File: config.mk
export PLATFORM = sky130hd
export DESIGN_NAME = mii_tx_framer
export DESIGN_NICKNAME = d
export VERILOG_FILES = /design/src/rtl/mii_pkg.sv /design/src/rtl/eth_crc32_d8.sv /design/src/rtl/mii_tx_framer.sv
export SDC_FILE = /design/constraint.sdc
export NUM_CORES = 1
export LEC_CHECK = 0
export ABC_AREA = 1
export CORE_MARGIN = 2
export CORE_UTILIZATION = 25
export DETAILED_ROUTE_END_ITERATION = 6
export SETUP_SLACK_MARGIN = 0.2
export SLEW_MARGIN = 20
export SYNTH_ARGS = -nofsm -noshare
export SYNTH_HDL_FRONTEND = slang
export SYNTH_HIERARCHICAL = 1
export SYNTH_SLANG_ARGS = --single-unit
File: constraint.sdc
create_clock -name clk -period 1.7 [get_ports clk]
set_clock_uncertainty 0.1 [all_clocks]
set_input_delay 0.34 -clock clk [delete_from_list [all_inputs] [get_ports clk]]
set_output_delay 0.34 -clock clk [all_outputs]
set_load 0.02 [all_outputs]
File: src/rtl/mii_pkg.sv
// Shared MII definitions: TX state encoding, wire nibbles and CRC-32 constants.
// Used by the framer and the byte-wide CRC-32 helper.
package mii_pkg;

    typedef enum logic [2:0] {
        ST_IDLE,
        ST_PRE,
        ST_SFD,
        ST_DATA,
        ST_PAD,
        ST_FCS,
        ST_UNDR,
        ST_IFG
    } tx_state_e;

    localparam logic [3:0]  MII_PREAMBLE    = 4'h5;
    localparam logic [3:0]  MII_SFD         = 4'hD;

    localparam logic [31:0] CRC32_POLY_REFL = 32'hEDB88320;
    localparam logic [31:0] CRC32_INIT      = 32'hFFFFFFFF;
    localparam logic [31:0] CRC32_RESIDUE   = 32'hDEBB20E3;

endpackage

File: src/rtl/eth_crc32_d8.sv
// Reflected Ethernet CRC-32, one byte per call, LSB of the byte first.
// Pure combinational; shared by the TX framer and the RX FCS check.
module eth_crc32_d8
    import mii_pkg::*;
(
    input  logic [31:0] crc_i,
    input  logic [7:0]  data_i,
    output logic [31:0] crc_o
);

    // Eight serial shift/xor steps unrolled into one cycle.
    always_comb begin
        logic [31:0] c;
        c = crc_i;
        for (int i = 0; i < 8; i++) begin
            if (c[0] ^ data_i[i]) c = (c >> 1) ^ CRC32_POLY_REFL;
            else                  c = c >> 1;
        end
        crc_o = c;
    end

endmodule

File: src/rtl/mii_tx_framer.sv
// MII transmit framer: preamble, SFD, client bytes, IFG; one nibble per clk.
// Define MII_TX_FCS_EN to add zero padding to MIN_FRAME_BYTES and a CRC-32 FCS.
module mii_tx_framer
    import mii_pkg::*;
#(
    parameter int PREAMBLE_NIBBLES = 15,
    parameter int IFG_NIBBLES      = 24,
    parameter int MIN_FRAME_BYTES  = 60
) (
    input  logic       clk,
    input  logic       rst,
    input  logic [7:0] tx_data,
    input  logic       tx_valid,
    input  logic       tx_last,
    output logic       tx_ready,
    output logic       mii_tx_en,
    output logic [3:0] mii_txd,
    output logic       mii_tx_er,
    output logic       busy
);

    localparam logic [4:0] PRE_LAST = 5'(PREAMBLE_NIBBLES);
    localparam logic [4:0] IFG_LAST = 5'(IFG_NIBBLES);

    tx_state_e  state_q;
    logic [4:0] cnt_q;
    logic       phase_q;
    logic       last_q;
    logic [3:0] hi_q;
    logic       mii_tx_en_q;
    logic [3:0] mii_txd_q;
    logic       mii_tx_er_q;
    logic       start;

    // A byte is needed on the SFD nibble and on every high nibble but the last.
    assign tx_ready = (state_q == ST_SFD) ||
                      (state_q == ST_DATA && phase_q && !last_q);

    // A frame may start from IDLE or straight off the final IFG nibble.
    assign start = tx_valid &&
                   (state_q == ST_IDLE ||
                    (state_q == ST_IFG && cnt_q == IFG_LAST));

    assign busy      = (state_q != ST_IDLE);
    assign mii_tx_en = mii_tx_en_q;
    assign mii_txd   = mii_txd_q;
    assign mii_tx_er = mii_tx_er_q;

`ifdef MII_TX_FCS_EN
    logic [31:0] crc_q;
    logic [31:0] crc_d;
    logic [10:0] bcnt_q;
    logic [10:0] bcnt_inc;
    logic [7:0]  crc_byte;
    logic        pad_more;

    // Pad bytes are loaded outside the tx_ready slots and are always zero.
    assign crc_byte = tx_ready ? tx_data : 8'h00;
    assign bcnt_inc = (bcnt_q == 11'h7FF) ? bcnt_q : bcnt_q + 11'd1;
    assign pad_more = (bcnt_q < 11'(MIN_FRAME_BYTES));

    eth_crc32_d8 u_crc (
        .crc_i  (crc_q),
        .data_i (crc_byte),
        .crc_o  (crc_d)
    );
`endif

    // Frame FSM; the MII outputs are registered alongside the state.
    always_ff @(posedge clk) begin
        if (rst) begin
            state_q     <= ST_IDLE;
            cnt_q       <= '0;
            phase_q     <= 1'b0;
            last_q      <= 1'b0;
            hi_q        <= '0;
            mii_tx_en_q <= 1'b0;
            mii_txd_q   <= '0;
            mii_tx_er_q <= 1'b0;
`ifdef MII_TX_FCS_EN
            crc_q       <= CRC32_INIT;
            bcnt_q      <= '0;
`endif
        end else if (start) begin
            state_q     <= ST_PRE;
            cnt_q       <= 5'd1;
            mii_tx_en_q <= 1'b1;
            mii_txd_q   <= MII_PREAMBLE;
            mii_tx_er_q <= 1'b0;
`ifdef MII_TX_FCS_EN
            crc_q       <= CRC32_INIT;
            bcnt_q      <= '0;
`endif
        end else if (tx_ready) begin
            if (tx_valid) begin
                state_q   <= ST_DATA;
                phase_q   <= 1'b0;
                last_q    <= tx_last;
                hi_q      <= tx_data[7:4];
                mii_txd_q <= tx_data[3:0];
`ifdef MII_TX_FCS_EN
                crc_q     <= crc_d;
                bcnt_q    <= bcnt_inc;
`endif
            end else begin
                state_q     <= ST_UNDR;
                mii_txd_q   <= '0;
                mii_tx_er_q <= 1'b1;
            end
        end else begin
            case (state_q)
                ST_PRE: begin
                    if (cnt_q == PRE_LAST) begin
                        state_q   <= ST_SFD;
                        mii_txd_q <= MII_SFD;
                    end else begin
                        cnt_q <= cnt_q + 5'd1;
                    end
                end
                ST_DATA, ST_PAD: begin
                    if (!phase_q) begin
                        phase_q   <= 1'b1;
                        mii_txd_q <= hi_q;
                    end
`ifdef MII_TX_FCS_EN
                    else if (pad_more) begin
                        state_q   <= ST_PAD;
                        phase_q   <= 1'b0;
                        hi_q      <= '0;
                        mii_txd_q <= '0;
                        crc_q     <= crc_d;
                        bcnt_q    <= bcnt_inc;
                    end else begin
                        state_q   <= ST_FCS;
                        cnt_q     <= 5'd1;
                        mii_txd_q <= ~crc_q[3:0];
                        crc_q     <= {4'h0, crc_q[31:4]};
                    end
`else
                    else begin
                        state_q     <= ST_IFG;
                        cnt_q       <= 5'd1;
                        mii_tx_en_q <= 1'b0;
                        mii_txd_q   <= '0;
                    end
`endif
                end
`ifdef MII_TX_FCS_EN
                ST_FCS: begin
                    if (cnt_q == 5'd8) begin
                        state_q     <= ST_IFG;
                        cnt_q       <= 5'd1;
                        mii_tx_en_q <= 1'b0;
                        mii_txd_q   <= '0;
                    end else begin
                        cnt_q     <= cnt_q + 5'd1;
                        mii_txd_q <= ~crc_q[3:0];
                        crc_q     <= {4'h0, crc_q[31:4]};
                    end
                end
`endif
                ST_UNDR: begin
                    state_q     <= ST_IFG;
                    cnt_q       <= 5'd1;
                    mii_tx_en_q <= 1'b0;
                    mii_txd_q   <= '0;
                    mii_tx_er_q <= 1'b0;
                end
                ST_IFG: begin
                    if (cnt_q == IFG_LAST) state_q <= ST_IDLE;
                    else                   cnt_q   <= cnt_q + 5'd1;
                end
                default: ;
            endcase
        end
    end

endmodule
# [Word-level counts from Yosys, hierarchy flattened]
# Cells that the tools add are included.
[op_classes] shifts=0 div_mod_pow=0 n_lt_le_gt_ge=0 n_eq_ne=23 mux=29 n_mul=0 bitwise=2 reduce_logical=30 n_addsub=1
[op_table] cell="one-hot mux 5 bit (4 select lines)" n=1
[op_table] cell="2-to-1 mux 3 bit" n=6
[op_table] cell="2-to-1 mux 4 bit" n=4
[op_table] cell="2-to-1 mux 5 bit" n=3
[op_table] cell="inequality test 3 bit, second input constant" n=5
[op_table] cell="nonzero test 5 bit" n=3
[op_table] cell="2-to-1 mux 1 bit" n=12
[op_table] cell="one-hot mux 3 bit (4 select lines)" n=1
[op_table] cell="one-hot mux 4 bit (3 select lines)" n=1
[op_table] cell="inequality test 2 bit, second input constant" n=5
[op_table] cell="AND reduction 5 bit" n=2
[op_table] cell="== test 3 bit, second input constant" n=3
[op_table] cell="AND reduction 3 bit" n=3
[op_table] cell="inequality test 4 bit, second input constant" n=2
[op_table] cell="AND reduction 4 bit" n=2
[op_table] cell="nonzero test 4 bit" n=2
[op_table] cell="== test 3 x 2 -> 1 bit, second input constant" n=2
[op_table] cell="AND reduction 2 bit" n=3
[op_table] cell="nonzero test 3 bit" n=2
[op_table] cell="nonzero test 6 bit" n=1
[op_table] cell="adder 5 x 1 -> 5 bit, second input constant" n=1
[op_table] cell="== test 5 x 4 -> 1 bit, second input constant" n=1
[op_table] cell="== test 5 bit, second input constant" n=1
[op_table] cell="logical AND 1 bit" n=4
[op_table] cell="11 further kinds" n=15
[totals] mem_bits_ro=0 latchBits=0 input_bits=12 mem_count=0 out_inout_bits=8 reg_bits=20 ram_bits=0 word_cells=96

# [Depth between registers and ports, before layout]
# Gate-level depths: netlist of run 1.
[depth] depth_word=6 ltp_mapped=12 ltp_nobuf=12

# [Least setup slack after synthesis of run 1]
# OpenSTA, ideal clock, no wires.
[synth_timing] path_type="register to register" start="register cnt_q[0]" end="register state_q[0]" period_less_slack_ns=1.557 arrival_time_ns=1.344 n_path_buf=0 slack_ns=0.143 path_stages_with_launch=13 t_required_ns=1.487 cell_sequence="dfxtp_1 -> ha_1 -> nand2_1 -> nor2_1 -> ha_1 -> inv_1 -> nand4_1 -> nand2_1 -> nor2_2 -> nor2_1 -> nand2_1 -> nand2_1 -> nor2_1"
[synth_between] elab_chain_cells=6
[synth_rtl] item="start: declaration" line="mii_tx_framer.sv:26" rtl="logic [4:0] cnt_q;"
[synth_rtl] item="start signal: assignment" line="mii_tx_framer.sv:117" rtl="cnt_q <= cnt_q + 5'd1;"
[synth_rtl] item="start signal: assignment" line="mii_tx_framer.sv:171" rtl="else cnt_q <= cnt_q + 5'd1;"
[synth_rtl] item="== test 5 bit" line="mii_tx_framer.sv:42, mii_tx_framer.sv:170"
[synth_rtl] item="logical AND 1 bit" line="mii_tx_framer.sv:42" rtl="(state_q == ST_IFG && cnt_q == IFG_LAST));"
[synth_rtl] item="logical OR 1 bit" line="mii_tx_framer.sv:41" rtl="(state_q == ST_IDLE ||"
[synth_rtl] item="logical AND 1 bit" line="mii_tx_framer.sv:40" rtl="assign start = tx_valid &&"
[synth_rtl] item="inequality test 4 bit (no source line) (tied with other cells)"
[synth_rtl] item="AND reduction 4 bit (no source line)"
[synth_rtl] item="end signal: assignment" line="mii_tx_framer.sv:72" rtl="state_q <= ST_IDLE;"
[synth_rtl] item="end signal: assignment" line="mii_tx_framer.sv:85" rtl="state_q <= ST_PRE;"
[synth_rtl] item="end signal: assignment" line="mii_tx_framer.sv:96" rtl="state_q <= ST_DATA;"
[synth_rtl] item="end: declaration" line="mii_tx_framer.sv:25" rtl="tx_state_e state_q;"
# Parallel ways exist; a longest one is shown, timed or not.
# A chain may end at the register's enable or synchronous reset.

# [Worst setup path after layout of run 1]
[layout_timing] start="register cnt_q[1]" end="register state_q[2]"
[layout_between] elab_chain_cells=5
[layout_rtl] item="parallel branches: the longest is 5 deep, another holds == test 5 x 4 -> 1 bit"
# Several ways; the timed one is not identified.

==> results of run 1 <==
-- timing repair --
item                                    in CTS  in global routing
gates resized for setup                     26                 21
pin swaps                                   10                 13
setup buffers                                2                  0
endpoints found under the setup margin      25                 21
-- worst reg2reg max path, delay by kind of cell (launching register included) --
family / cells / cell delay, ns
compound gates: 2 / 0.26
fa+ha+maj: 2 / 0.33
simple gates: 6 / 0.44
flops: 1 / 0.37
buf+inv: 1 / 0.03
-- state kept, by name (all words and copies together), names as in the netlist --
signal,count
cnt_q,5
mii_tx_en,1
mii_txd,4
last_q,1
mii_tx_er,1
state_q,3
hi_q,4
phase_q,1
-- power by group --
| group | leakage, nW | switching (mW) | internal, mW |
|---|---|---|---|
| registers | 0.165 | 0.0910 | 0.594 |
| logic | 0.554 | 0.692 | 0.477 |
| clock network | 0.0288 | 0.156 | 0.206 |
-- per-layer routing --
metal | share of wire [%] | up-vias | GRT usage [%]
met1 | 47 | 545 | 13.7
met4 | 1.5 | 0 | 4.32
met2 | 48 | 23 | 19.6
met3 | 3.4 | 5 | 1.80
met5 | 0 | - | 0
li1 | - | 635 | -
-- worst max-delay path by stage --
stage                 end  slack [ns]  depth (start not counted)
2_1_floorplan  state_q[2]        0.17                         11
3_3_place_gp   state_q[2]        0.02                         11
3_5_place_dp   state_q[2]        0.02                         11
4_1_cts        state_q[2]        0.07                         11
5_1_grt        state_q[2]       -0.02                         11
6_report       state_q[2]        0.08                         11
-- layout make-up --
class,instances,area share [%]
multi-input cells,125,44.1
flip-flops and latches,20,24.1
repair buffers,37,18.9
inverters,24,5.73
well taps,54,3.96
clock buffers,4,3.23
-- cell usage after synthesis (4+ instances only) --
library cell  count
a21oi_1          12
inv_2             5
o21ai_0          10
nor2_1           20
nand3_1          12
inv_1            18
nand2_1          36
nand3_2           5
dfxtp_1          20
nand2_2           4
o21ai_1           5
-- cell usage in the layout, fill, tap and decap left out, drive strengths merged --
cell type,Yosys,routed
nand2,43,43
nor2,26,26
inv,24,24
dfxtp,20,20
buf,3,20
nand3,17,17
o21ai,16,16
a21oi,13,13
clkdlybuf4s50,0,11
dlygate4sd2,0,6
clkbuf,0,4
ha,3,3
nand4,2,2
o21bai,1,1
a31oi,1,1
xor2,1,1
nor3b,1,1
a22oi,1,1
-- cell families (layout without fill, tap and decap cells) --
group	Yosys count	in the layout	share of synthesized area (%)
simple gates	89	89	37.7
compound gates	32	32	14.5
buf+inv	27	65	10.4
flops	20	20	33.4
fa+ha+maj	3	3	3.14
xor+xnor	1	1	0.732
-- metrics by stage --
stage          setup WS [ns]  TNS [ns]  cell area, um^2
5_1_grt              -0.0220   -0.0387             1700
2_1_floorplan          0.172         0             1220
4_1_cts               0.0685         0             1650
6_report              0.0791         0             1700
3_3_place_gp          0.0172         0             1570
3_5_place_dp          0.0185         0             1570
==> metrics.yaml, run 1 <==
ant_nets: 0
synthTopCellsByArea: "dfxtp_1, nand2_1, nor2_1"
synth_cells: 172
die_h_um: 73.2
irDropWorstVdd_mv: 0.682
syn-cell-area_um2: 1200
cellPowerDensity_nw_per_um2: 1300
root_buffer: "clkbuf_8"
h-tree-depth: 1
insertion_delay_ns: 0.26
critical_path.max_stage_delay_ns: 0.37
async_flop_share_pct: 0
cp.arrival_ns: 1.68
io_buffers: 19
crit_buf_inv: 1
drtIter0Drc: 23
worst_pin_slew_ns: 0.208
r2r_cells: 11
nets: 226
dp.cells: 258
cp_common_cell: "nand2_2"
worstSetupStartpointType: "flip-flop"
grt_setup_unrepaired: "true"
synthDistinctLibCells: 26
seq_area_um2: 410
multi_input_area_um2: 752
initial_core_util_pct: 25.7
grt-ovfl-total: 0
hold_depth: 2
yosysTopAreaCell: "dfxtp_1"
cp_top_family: "simple AND/OR/NAND/NOR gates"
wire_per_inst_um: 10.7
synth_edf_count: 0
drive_gt1_share_pct: 35.2
routed_wl_um: 2820
drv_cap: 0
postCtsHoldBufs: 0
cts_tree: "yes"
ys_ff_latch: 20
period_share_pct: 95.3
path_class: "reg2reg"
r2r_end: "state_q[2]"
gp_congestion: 0.774
n_fill_cell: 494
crit_required_ns: 1.76
cp-end-kind: "flip-flop"
dieArea_um2: 5360
cts_inserted_buffers: 3
synth-main-ff-cell: "dfxtp_1"
grt_max_degree: 12
area_growth_pct: 42.3
synth_nets: 187
r2r_start: "cnt_q[1]"
clkTransAtPathRegs_ns: 0.07
path_cells: "ha_4, nand2_2, nor2_2, ha_2, inv_2, nand4_1, nand2_2, a21oi_4, o21ai_1, nand2_1, nor2_1"
postLayoutCoreUtil_pct: 36.6
grt_usage_pct: 11.2
synth_area_per_cell_um2: 6.96
antenna_cells: 0
crit_path_max_fanout: 4
io_pins: 20
yosysWarnings: 6
netlist.area_leader.share_pct: 33.4
stdcell_count: 264
leakage_nw: 0.748
cpMaxStageDelayCell: "dfxtp_4"
holdWs_ns: 0.350
min_from: "hi_q[0]"
startpoint: "cnt_q[1]"
power_mw: 2.22
clock_sinks: 20
core_um2: 4660
first_global_vias: 1077
setup_viol: 0
r2r_slack_ns: 0.08
antenna_found_initial: 0
hold_violations: 0
dr.pass1.iters: 4
grt_pass1_wl_um: 4710
num_vias: 1208
die_x_um: 73.2
fp-row-count: 25
ys_seq_area_share_pct: 33.4
drcViolationCount: 0
drv_slew: 0
relSlewSlack_pct: 86.1
fmax_mhz: 617
hpwlAfterDp_um: 2210
hold_path_end: "hi_q[0]"
clockBufferDepth: 2
hp-class: "reg2reg"
fin_crit_ns: 1.62
outcome: "completed"
vias_per_cell: 4.58
No activity file was read; power rests on OpenSTA's default activity.
==> run 2: changes to the inputs <==
- SLEW_MARGIN: 20 -> 10
==> results of run 2 <==
Final layout, timing and power as in run 1 (identical DEF).
==> run 3: changes to the inputs <==
- CORE_ASPECT_RATIO: unset -> 1.75
==> run 3 against run 2 <==
Against the previous run:
- design area up 11%
- combinational power up 16%
- via count about the same
- die area up 0.41%
- flip-flop and latch count unchanged
- hold slack better by 0.0069 ns
==> metrics.yaml, run 3 (synthesis gave the netlist of run 1 again) <==
outcome: "completed"
drv_slew: 0
crit_buf_inv: 3
combPwrFrac_pct: 53.8
gp_congestion: 0.849
insertion_delay_ns: 0.27
drive_gt1_share_pct: 43.4
wl_met2_um: 1820
cp_common_cell: "buf_6"
fp-row-count: 33
critical_path.max_stage_delay_ns: 0.33
io_buffers: 19
pwr-share-seq_pct: 27.3
p_clk_share_pct: 19.0
path_class: "reg2out"
final_cell_mix: "nand2_1, nor2_1, inv_1"
p_sw_share_pct: 41.5
core_um2: 4670
cts_tree: "yes"
area_growth_pct: 58.0
die_h_um: 95.6
hpwlAfterDp_um: 2380
routed.top_layer: "met4"
crit_path_max_fanout: 7
regMostFlops: "cnt_q"
cpMaxStageDelayCell: "dfxtp_2"
crit_required_ns: 1.26
dieArea_um2: 5380
grt-ovfl-total: 0
cp-end-kind: "output pin"
grt_usage_pct: 12.9
antenna_found_initial: 0
clkTransAtPathRegs_ns: 0.08
clock_sinks: 20
fin_crit_ns: 1.63
postCtsHoldBufs: 0
cp.arrival_ns: 1.19
relSlewSlack_pct: 83.7
postLayoutCoreUtil_pct: 40.5
seq_area_um2: 417
grt_max_degree: 13
num_vias: 1207
drcViolationCount: 0
leakage_nw: 0.822
cts_inserted_buffers: 3
cellPowerDensity_nw_per_um2: 1340
h-tree-depth: 1
drtIter0Drc: 16
dp_slack_ns: 0.0167
grt_setup_unrepaired: "true"
hp-class: "reg2reg"
first_global_vias: 1255
dr.pass1.iters: 4
period_share_pct: 96.0
ant_nets: 0
vias_per_cell: 4.57
path_cells: "buf_6, buf_8, nor2_4, nand2_2, buf_6"
die_x_um: 56.3
power_switching_mw: 1.05
drv_cap: 0
initial_core_util_pct: 25.7
wl_met1_um: 1150
worstSetupStartpointType: "flip-flop"
routed_wl_um: 3140
route.met3.wl_um: 67
n_fill_cell: 467
hold_violations: 0
worst_slack_ns: 0.0674
nets: 228
root_buffer: "clkbuf_8"
worst_pin_slew_ns: 0.244
final_common_cell: "nand2_1"
wire_per_inst_um: 11.9
clockBufferDepth: 2
largest_register_ffs: 5
p_int_mw: 1.48
cp_top_family: "buffers and inverters"
irDropWorstVdd_mv: 0.877
multi_input_area_um2: 863
fmax_mhz: 613
grt_pass1_wl_um: 5380
setup_viol: 0
antenna_cells: 0
io_pins: 20
## run 3: changes by cell type in the layout (fill, tap and decap cells not counted), moves of 2 or more
cell / delta
nand3_1: -2
buf_8: +2
nand3_4: +4
nor2_4: +2
buf_4: -3
nand2_1: -7
nand3_2: -2
dfxtp_1: -3
nand2_2: +2
o21ai_2: +3
buf_6: +3
dfxtp_2: +2
nand2_4: +4
o21ai_0: -2
## run 3: metal layers
metal	up-vias	track usage, %
met1	544	12.7
met4	0	10.1
met2	24	24.4
li1	634	-
met5	-	0
met3	5	1.09
## run 3: tightest hold or removal path: stages (launching register included)
cell and delay (ns):
dfxtp_1 0.30, inv_1 0.06, a21oi_1 0.06
## run 3: repair_timing
action	in CTS	in global routing
pin swaps	23	12
resized for setup	60	27
setup buffers	3	0
endpoints found under the setup margin	21	20
## run 3: area by class of cell
type / count / share of cell area (%)
flip-flops and latches: 20 / 22.0
clock inverters: 1 / 1.59
clock buffers: 3 / 2.18
inverters: 24 / 5.16
well taps: 52 / 3.44
multi-input cells: 125 / 45.6
repair buffers: 39 / 20.0
## run 3: worst paths after layout
kind	to	slack (ns)	from	cells after the start
worst max-delay path	busy	0.07	state_q[1]	5
worst min-delay path	hi_q[0]	0.36	hi_q[0]	2
worst min register to register	hi_q[0]	0.36	hi_q[0]	2
worst max register to register	state_q[0]	0.10	cnt_q[1]	12
## run 3: per-stage QoR
step	hold slack (ns)	setup TNS [ns]	area [um^2]	power, mW	std cells
6_report	0.357	0	1890	2.54	264
3_5_place_dp	0.344	0	1580	1.77	257
3_3_place_gp	0.338	0	1580	1.77	257
5_1_grt	0.384	-0.0959	1890	2.72	264
2_1_floorplan	0.309	0	1220	1.43	172
4_1_cts	0.355	0	1830	2.47	264
## run 3: power by group through the flow
stage / combinational, mW / sequential, mW / clock (mW)
final: 1.36 / 0.691 / 0.481
after global routing: 1.51 / 0.707 / 0.505
after CTS: 1.30 / 0.680 / 0.494
after detailed placement: 1.10 / 0.676 / 0
after global placement: 1.09 / 0.673 / 0
after floorplan: 0.725 / 0.701 / 0
